### src/rtl/hazard_ctrl_unit.sv
// Hazard controller for the 5-stage MIPS core, placed beside the ID stage.
// It detects load-use hazards, taken branches resolved in ID, and HI/LO
// reads while the mul/div unit is busy. From these it drives the PC hold,
// IF/ID hold, IF/ID flush and ID/EX bubble controls, and it keeps a
// saturating count of stalled cycles.
module hazard_ctrl_unit #(
  parameter int REG_AW            = 5,
  parameter int LOAD_STALL_CYCLES = 1,
  parameter int BRANCH_PENALTY    = 1,
  parameter int CNT_W             = 16
) (
  input  logic              clk,
  input  logic              rst,
  input  logic              id_valid,
  input  logic [REG_AW-1:0] id_rs,
  input  logic [REG_AW-1:0] id_rt,
  input  logic              id_use_rs,
  input  logic              id_use_rt,
  input  logic              id_use_hilo,
  input  logic              id_br_taken,
  input  logic              ex_mem_read,
  input  logic [REG_AW-1:0] ex_rd,
  input  logic              md_busy,
  output logic              pc_stall,
  output logic              ifid_stall,
  output logic              ifid_flush,
  output logic              idex_bubble,
  output logic              busy,
  output logic [CNT_W-1:0]  stall_count
);

  // The cycle counter only has to hold the longest remaining sequence length.
  localparam int MAXC = (LOAD_STALL_CYCLES > BRANCH_PENALTY) ? LOAD_STALL_CYCLES : BRANCH_PENALTY;
  localparam int CW   = (MAXC > 1) ? $clog2(MAXC) : 1;
  localparam logic [CW-1:0] LD_INIT = CW'(LOAD_STALL_CYCLES - 1);
  localparam logic [CW-1:0] BR_INIT = CW'(BRANCH_PENALTY - 1);

  typedef enum logic [1:0] {
    IDLE,
    LD_STALL,
    BR_FLUSH
  } state_e;

  state_e          state_q, state_d;
  logic [CW-1:0]   cnt_q, cnt_d;
  logic [CNT_W-1:0] stall_count_q;
  logic            load_use;
  logic            md_hazard;
  logic            stall_set;
  logic            flush_set;

  // Register $0 is hard-wired to zero, so a load that targets it never creates a hazard.
  assign load_use = id_valid & ex_mem_read & (ex_rd != '0) &
                    ((id_use_rs & (id_rs == ex_rd)) | (id_use_rt & (id_rt == ex_rd)));
  assign md_hazard = id_valid & id_use_hilo & md_busy;

  // State and cycle-counter registers. Reset immediately abandons any stall or flush in progress.
  always_ff @(posedge clk or posedge rst) begin
    if (rst) begin
      state_q <= IDLE;
      cnt_q   <= '0;
    end else begin
      state_q <= state_d;
      cnt_q   <= cnt_d;
    end
  end

  // Next state and Mealy controls. In IDLE the priority is load-use, then mul/div, then branch.
  always_comb begin
    state_d   = state_q;
    cnt_d     = cnt_q;
    stall_set = 1'b0;
    flush_set = 1'b0;
    case (state_q)
      IDLE: begin
        if (load_use) begin
          stall_set = 1'b1;
          if (LOAD_STALL_CYCLES > 1) begin
            state_d = LD_STALL;
            cnt_d   = LD_INIT;
          end
        end else if (md_hazard) begin
          stall_set = 1'b1;
        end else if (id_valid && id_br_taken) begin
          flush_set = 1'b1;
          if (BRANCH_PENALTY > 1) begin
            state_d = BR_FLUSH;
            cnt_d   = BR_INIT;
          end
        end
      end
      LD_STALL: begin
        stall_set = 1'b1;
        cnt_d     = cnt_q - CW'(1);
        if (cnt_q == CW'(1)) state_d = IDLE;
      end
      BR_FLUSH: begin
        flush_set = 1'b1;
        cnt_d     = cnt_q - CW'(1);
        if (cnt_q == CW'(1)) state_d = IDLE;
      end
      default: begin
        state_d = IDLE;
        cnt_d   = '0;
      end
    endcase
  end

  // Performance counter of stalled cycles. It sticks at all-ones instead of wrapping.
  always_ff @(posedge clk or posedge rst) begin
    if (rst) begin
      stall_count_q <= '0;
    end else if (pc_stall && (stall_count_q != '1)) begin
      stall_count_q <= stall_count_q + CNT_W'(1);
    end
  end

  // The outputs are forced low while reset is held, even if the ID inputs still show a hazard.
  assign pc_stall    = stall_set & ~rst;
  assign ifid_stall  = stall_set & ~rst;
  assign idex_bubble = stall_set & ~rst;
  assign ifid_flush  = flush_set & ~rst;
  assign busy        = (state_q != IDLE) & ~rst;
  assign stall_count = stall_count_q;

endmodule

### config.mk
export PLATFORM = sky130hd
export DESIGN_NAME = hazard_ctrl_unit
export DESIGN_NICKNAME = d
export VERILOG_FILES = /design/src/rtl/hazard_ctrl_unit.sv
export SDC_FILE = /design/constraint.sdc
export NUM_CORES = 1
export LEC_CHECK = 0
export BUFFER_PORTS_ARGS = -buffer_cell sky130_fd_sc_hd__buf_4
export CAP_MARGIN = 20
export CELL_PAD_IN_SITES_DETAIL_PLACEMENT = 1
export CELL_PAD_IN_SITES_GLOBAL_PLACEMENT = 1
export CORE_MARGIN = 2
export CORE_UTILIZATION = 25
export DETAILED_ROUTE_END_ITERATION = 6
export MAX_ROUTING_LAYER = met4
export PLACE_DENSITY = 0.6
export SLEW_MARGIN = 20
export SYNTH_ARGS = -nofsm -noshare
export SYNTH_HDL_FRONTEND = slang
export SYNTH_SLANG_ARGS = --single-unit
### constraint.sdc
create_clock -name clk -period 3.3 [get_ports clk]
set_input_delay 0.66 -clock clk [delete_from_list [all_inputs] [get_ports clk]]
set_output_delay 0.66 -clock clk [all_outputs]
set_load 0.05 [all_outputs]
==> out/metrics.yaml, run 1 <==
wirelength_um: 2653
drc: 0
cts_buffer_depth: 2
synth-edff-count: 0
end_kind: "output pin"
synth-seq-cells: 16
dr.pass1.iters: 4
synth_top_area_share: 0.4118
synth_area_per_cell_sq_um: 9.348
final.period_utilization: 0.8138
postCtsHoldBufs: 0
worst_setup_hold_path_clk_slew_ns: 0.06
post_cts_buffers: 0
worst_slew_pin_slew_ns: 0.6584
post-dp-hpwl_um: 2157
cts-resized-gates: 0
dieArea_sq_um: 4404
synthMostInstantiatedCell: "dfrtp_1"
cp-start-kind: "input pin"
place.gp.congestion: 0.7932
grt_overflow: 0
power_uw: 622.4
numPortBuffers: 43
p_leak_nw: 0.6720
path_class: "input pin to output pin"
r2r-start: "stall_count[0]$_DFFE_PP0P_"
grt_pass1_vias: 984
status: "complete, no violations"
reg2reg_slack_ns: 0.83
final_nets: 173
p_per_area_nw_per_um2: 455.6
initial_core_util: 0.2636
via_count: 907
drive_above_1_share: 0.3288
synth_area_leaders: "dfrtp_1 (41%), xor2_1 (12%), xnor2_1 (11%)"
r2r_end: "stall_count[1]$_DFFE_PP0P_"
yosysWarnings: 0
worst_ep_arrival_time_ns: 2.03
tns_ns: 0
core.rowCount: 22
grt_usage: 0.1398
cts.sinks: 16
syn_to_final_growth_pct: 40.54
min_path_type: "flip-flop to flip-flop"
timing.fmax_ghz: 0.3724
antenna_left: 0
cts_tree: "done"
pin_count: 45
synth_flop_cell: "dfrtp_1"
grt_pass1_wl_um: 4505
synth.largest_area_cell: "dfrtp_1"
irDropWorstVdd_v: 0.0003427
slew-limit-headroom: 0.5606
largest_reg_flops: 16
wl_per_cell_um: 13.68
cap_violations: 0
dieHeight_um: 66.36
async_reset_ff_frac: 1.000
n_antenna_cell: 0
setup_viol: 0
synth.top_cells.by_count: "dfrtp_1 (16), xor2_1 (13), nand2_1 (12), xnor2_1 (12), nor2_1 (8)"
cp.required_ns: 2.64
grt_max_degree: 17
synth_cell_types: 27
min_period_ns: 2.685
via_per_inst: 4.675
finalHoldViolCount: 0
htreeDepth: 1
die_w_um: 66.36
cts_made_buffers: 3
core_area_sq_um: 3689
critPathMaxFanout: 6
rsz0062_at_grt: "false"
slew_violations: 0
worstSkewPairLatency_ns: 0.25
grt_antenna_before_repair: 0
cts.root.buffer_cell: "clkbuf_8"
syn-num-nets: 129
min_path_cells: 1
skew_ns: 0.004439
r2r_cells: 6
fillerInstances: 453
hold_end: "stall_count[4]$_DFFE_PP0P_"
seq_area_frac_synth: 0.4118
syn_area_sq_um: 972.2
syn_inst: 104
hp-start: "stall_count[4]$_DFFE_PP0P_"
drtIter0Drc: 14
[routing by layer]
layer	routed length [um]	part of all wire	vias to the layer above	track usage
li1	-	-	436	-
met1	1076	0.41	438	0.1563
met2	1405	0.53	29	0.2413
met3	115	0.043	4	0.03578
met4	57	0.021	0	0.04847
met5	0	0	-	-
[report_power, final]
| group | total (mW) | switching, mW | internal, mW |
|---|---|---|---|
| Clock | 0.147 | 0.0657 | 0.0809 |
| Sequential | 0.253 | 0.0329 | 0.220 |
| Combinational | 0.223 | 0.142 | 0.0812 |
[worst max path at each step]
stage,start,end,slack [ns],cells after the start
6_report,ex_rd[0],ifid_stall,0.61,6
5_1_grt,ex_rd[0],pc_stall,0.40,6
4_1_cts,ex_rd[0],ifid_stall,0.62,6
2_1_floorplan,id_rt[4],ifid_flush,0.41,4
3_3_place_gp,ex_rd[0],ifid_stall,0.70,6
3_5_place_dp,ex_rd[0],ifid_stall,0.62,6
[area by class of cell]
cell class,count,area (sq um),area share
Multi-Input combinational cell,81,530.5,0.3883
Clock buffer,3,41.29,0.03022
Timing Repair Buffer,43,322.8,0.2363
Inverter,3,11.26,0.008242
Tap cell,48,60.06,0.04396
Sequential cell,16,400.4,0.2930
[logic make-up after synthesis]
logic type / Yosys count / share of synthesized area
buffers and inverters: 7 / 0.04247
muxes: 1 / 0.01158
xor gates and xnor gates: 25 / 0.2252
adders and majority gates: 1 / 0.01287
and+or+nand+nor: 45 / 0.2265
DFF: 16 / 0.4118
other: 1 / 0.003857
AOI/OAI and AO/OA: 8 / 0.06565
[per-stage QoR]
step,hold WS [ns],cells,cell area [sq um],setup slack [ns],utilization
global placement,0.4884,191,1325,0.6963,0.3592
finish,0.5061,194,1366,0.6145,0.3704
detailed placement,0.4981,191,1325,0.6179,0.3592
global route,0.5371,194,1366,0.4018,0.3704
CTS,0.5104,194,1366,0.6184,0.3704
floorplan,0.5737,104,972.2,0.4064,-
[placed cells by master (no fill, tap or decap)]
master	n
a211oi_1	1
a21oi_1	1
a21oi_2	1
a221oi_1	1
a32oi_1	1
buf_4	43
clkbuf_8	3
conb_1	1
dfrtp_1	16
ha_1	1
inv_1	3
mux2_1	1
nand2_1	12
nand2b_1	1
nand3_1	7
nand4_1	4
nor2_1	8
nor2b_1	1
nor3_1	7
nor3b_1	1
nor4_1	2
o2111a_1	1
o21a_1	1
o22ai_1	1
or3_1	1
or4_4	1
xnor2_1	12
xor2_1	13
[worst max-delay path: stages]
cell	delay (ns)
buf_4	0.13
nor3_1	0.27
a211oi_1	0.14
a32oi_1	0.45
inv_1	0.15
buf_4	0.22
Note: power is estimated with default switching activity, not from simulation.
==> inputs of run 2 (changes only) <==
- clock period: 3.3 -> 2.7 ns (I/O delays scaled with it)
==> run 2 against run 1 <==
Count of clock-buffer cells in the layout is 1 higher. First-iteration DRC count is 36% higher. Non-clock buffer count is 2 higher. Critical path type unchanged. Clock power is 45% higher. Total power is 29% higher. Die area stayed put. Sequential cell count stayed put. Via count is 0.22% lower. Largest cell class unchanged. Critical endpoint unchanged. Highest routed layer unchanged. Clock skew is 0.0013 ns lower. Core utilization is 0.78 points higher. Sequential share of layout area is 0.60 points lower.
==> out/metrics.yaml, run 2 (synthesis gave the netlist of run 1 again) <==
cp-start-kind: "input pin"
cts_tree: "done"
syn_to_final_growth_pct: 43.50
cts.root.buffer_cell: "clkbuf_8"
final_common_cell: "buf_4"
grt_overflow: 0
place.gp.congestion: 0.7413
p_leak_nw: 0.6877
min_path_type: "input pin to async pin"
cp.required_ns: 2.16
cts-resized-gates: 0
numPortBuffers: 43
via_count: 905
irDropWorstVdd_v: 0.0003215
core_area_sq_um: 3689
postCtsHoldBufs: 0
die_w_um: 66.36
cts.sinks: 16
largest_reg_flops: 16
dieArea_sq_um: 4404
dieHeight_um: 66.36
worst_slew_pin_slew_ns: 0.6138
status: "complete, no violations"
n_antenna_cell: 0
cp_num_buf_inv: 3
drc: 0
cts_buffer_depth: 2
worst_ep_arrival_time_ns: 1.75
htreeDepth: 1
end_kind: "output pin"
path_cells: "buf_4, xnor2_1, nand4_1, o22ai_1, a32oi_1, inv_1, buf_4"
worst_setup_hold_path_clk_slew_ns: 0.06
grt_pass1_vias: 960
path_class: "input pin to output pin"
dr_wl_met2_um: 1330
cpMostUsedCell: "buf_4"
post-dp-hpwl_um: 2176
top_layer: "met4"
wirelength_um: 2589
tns_ns: 0
final.period_utilization: 0.8463
cts_made_buffers: 3
slew_violations: 0
whs_ns: 0.3773
wl_per_cell_um: 13.14
utilization: 0.3782
cap_violations: 0
worstSkewPairLatency_ns: 0.25
dr.pass1.iters: 4
rsz0062_at_grt: "false"
timing.fmax_ghz: 0.4376
setup_viol: 0
final_nets: 175
critPathTopFamily: "buffers and inverters"
cp_slowest_stage_delay_ns: 0.32
slew-limit-headroom: 0.5903
via_per_inst: 4.594
initial_core_util: 0.2636
grt_usage: 0.1413
grt_pass1_wl_um: 4623
drive_above_1_share: 0.3423
final_cell_mix: "buf_4 (45), dfrtp_1 (16), xor2_1 (13)"
finalHoldViolCount: 0
antenna_left: 0
p_per_area_nw_per_um2: 575.9
core.rowCount: 22
grt_antenna_before_repair: 0
grt_max_degree: 17
skew_ns: 0.003169
drtIter0Drc: 19
met3_wirelength_um: 90
critPathSlowestCell: "o22ai_1"
min_period_ns: 2.285
post_cts_buffers: 0
drt-met1-wl_um: 1126
pin_count: 45
critPathMaxFanout: 3
-- run 2: worst reg2reg max path: cells and delay by family, from the launching register on --
family / cells / cell delay (ns)
simple gates: 2 / 0.62
flops: 1 / 0.44
compound gates: 2 / 0.36
mux: 1 / 0.33
fa+ha+maj: 1 / 0.22
buf+inv: 1 / 0.18
-- run 2: final timing paths --
| check | slack [ns] | to | from | cells past startpoint |
|---|---|---|---|---|
| max in group asynchronous | 1.93 | stall_count[5]$_DFFE_PP0P_ | rst | 2 |
| hold / removal | 0.38 | stall_count[7]$_DFFE_PP0P_ | rst | 2 |
| setup reg to reg | 0.43 | stall_count[1]$_DFFE_PP0P_ | stall_count[0]$_DFFE_PP0P_ | 7 |
| setup / recovery | 0.41 | ifid_stall | ex_rd[4] | 7 |
| min in group clk | 0.50 | stall_count[15]$_DFFE_PP0P_ | stall_count[15]$_DFFE_PP0P_ | 1 |
| hold reg to reg | 0.50 | stall_count[15]$_DFFE_PP0P_ | stall_count[15]$_DFFE_PP0P_ | 1 |
-- run 2: power by group --
part / switching (mW) / internal, mW
combinational: 0.175 / 0.102
sequential: 0.0443 / 0.269
clock: 0.0837 / 0.130
-- run 2: area by class of cell --
| class | instances | area [sq um] |
|---|---|---|
| fillers | 440 | 2293 |
| multi-input cells | 81 | 530.5 |
| flip-flops and latches | 16 | 400.4 |
| repair buffers | 45 | 337.8 |
| well taps | 48 | 60.06 |
| clock buffers | 4 | 55.05 |
| inverters | 3 | 11.26 |
-- run 2: through the flow --
| stage | worst slack (ns) | total power [mW] | cell area (sq um) | cells |
|---|---|---|---|---|
| floorplan | 0.04644 | 0.4867 | 972.2 | 104 |
| global placement | 0.4423 | 0.5878 | 1340 | 193 |
| detailed placement | 0.3848 | 0.5986 | 1340 | 193 |
| CTS | 0.3781 | 0.8165 | 1395 | 197 |
| global route | 0.2512 | 0.8506 | 1395 | 197 |
| finish | 0.4149 | 0.8035 | 1395 | 197 |
-- run 2: routing by layer --
metal  vias up  global-route usage
met2        18              0.2325
met5         -                   -
li1        442                   -
met3         5             0.03066
met1       440              0.1723
met4         0             0.04592
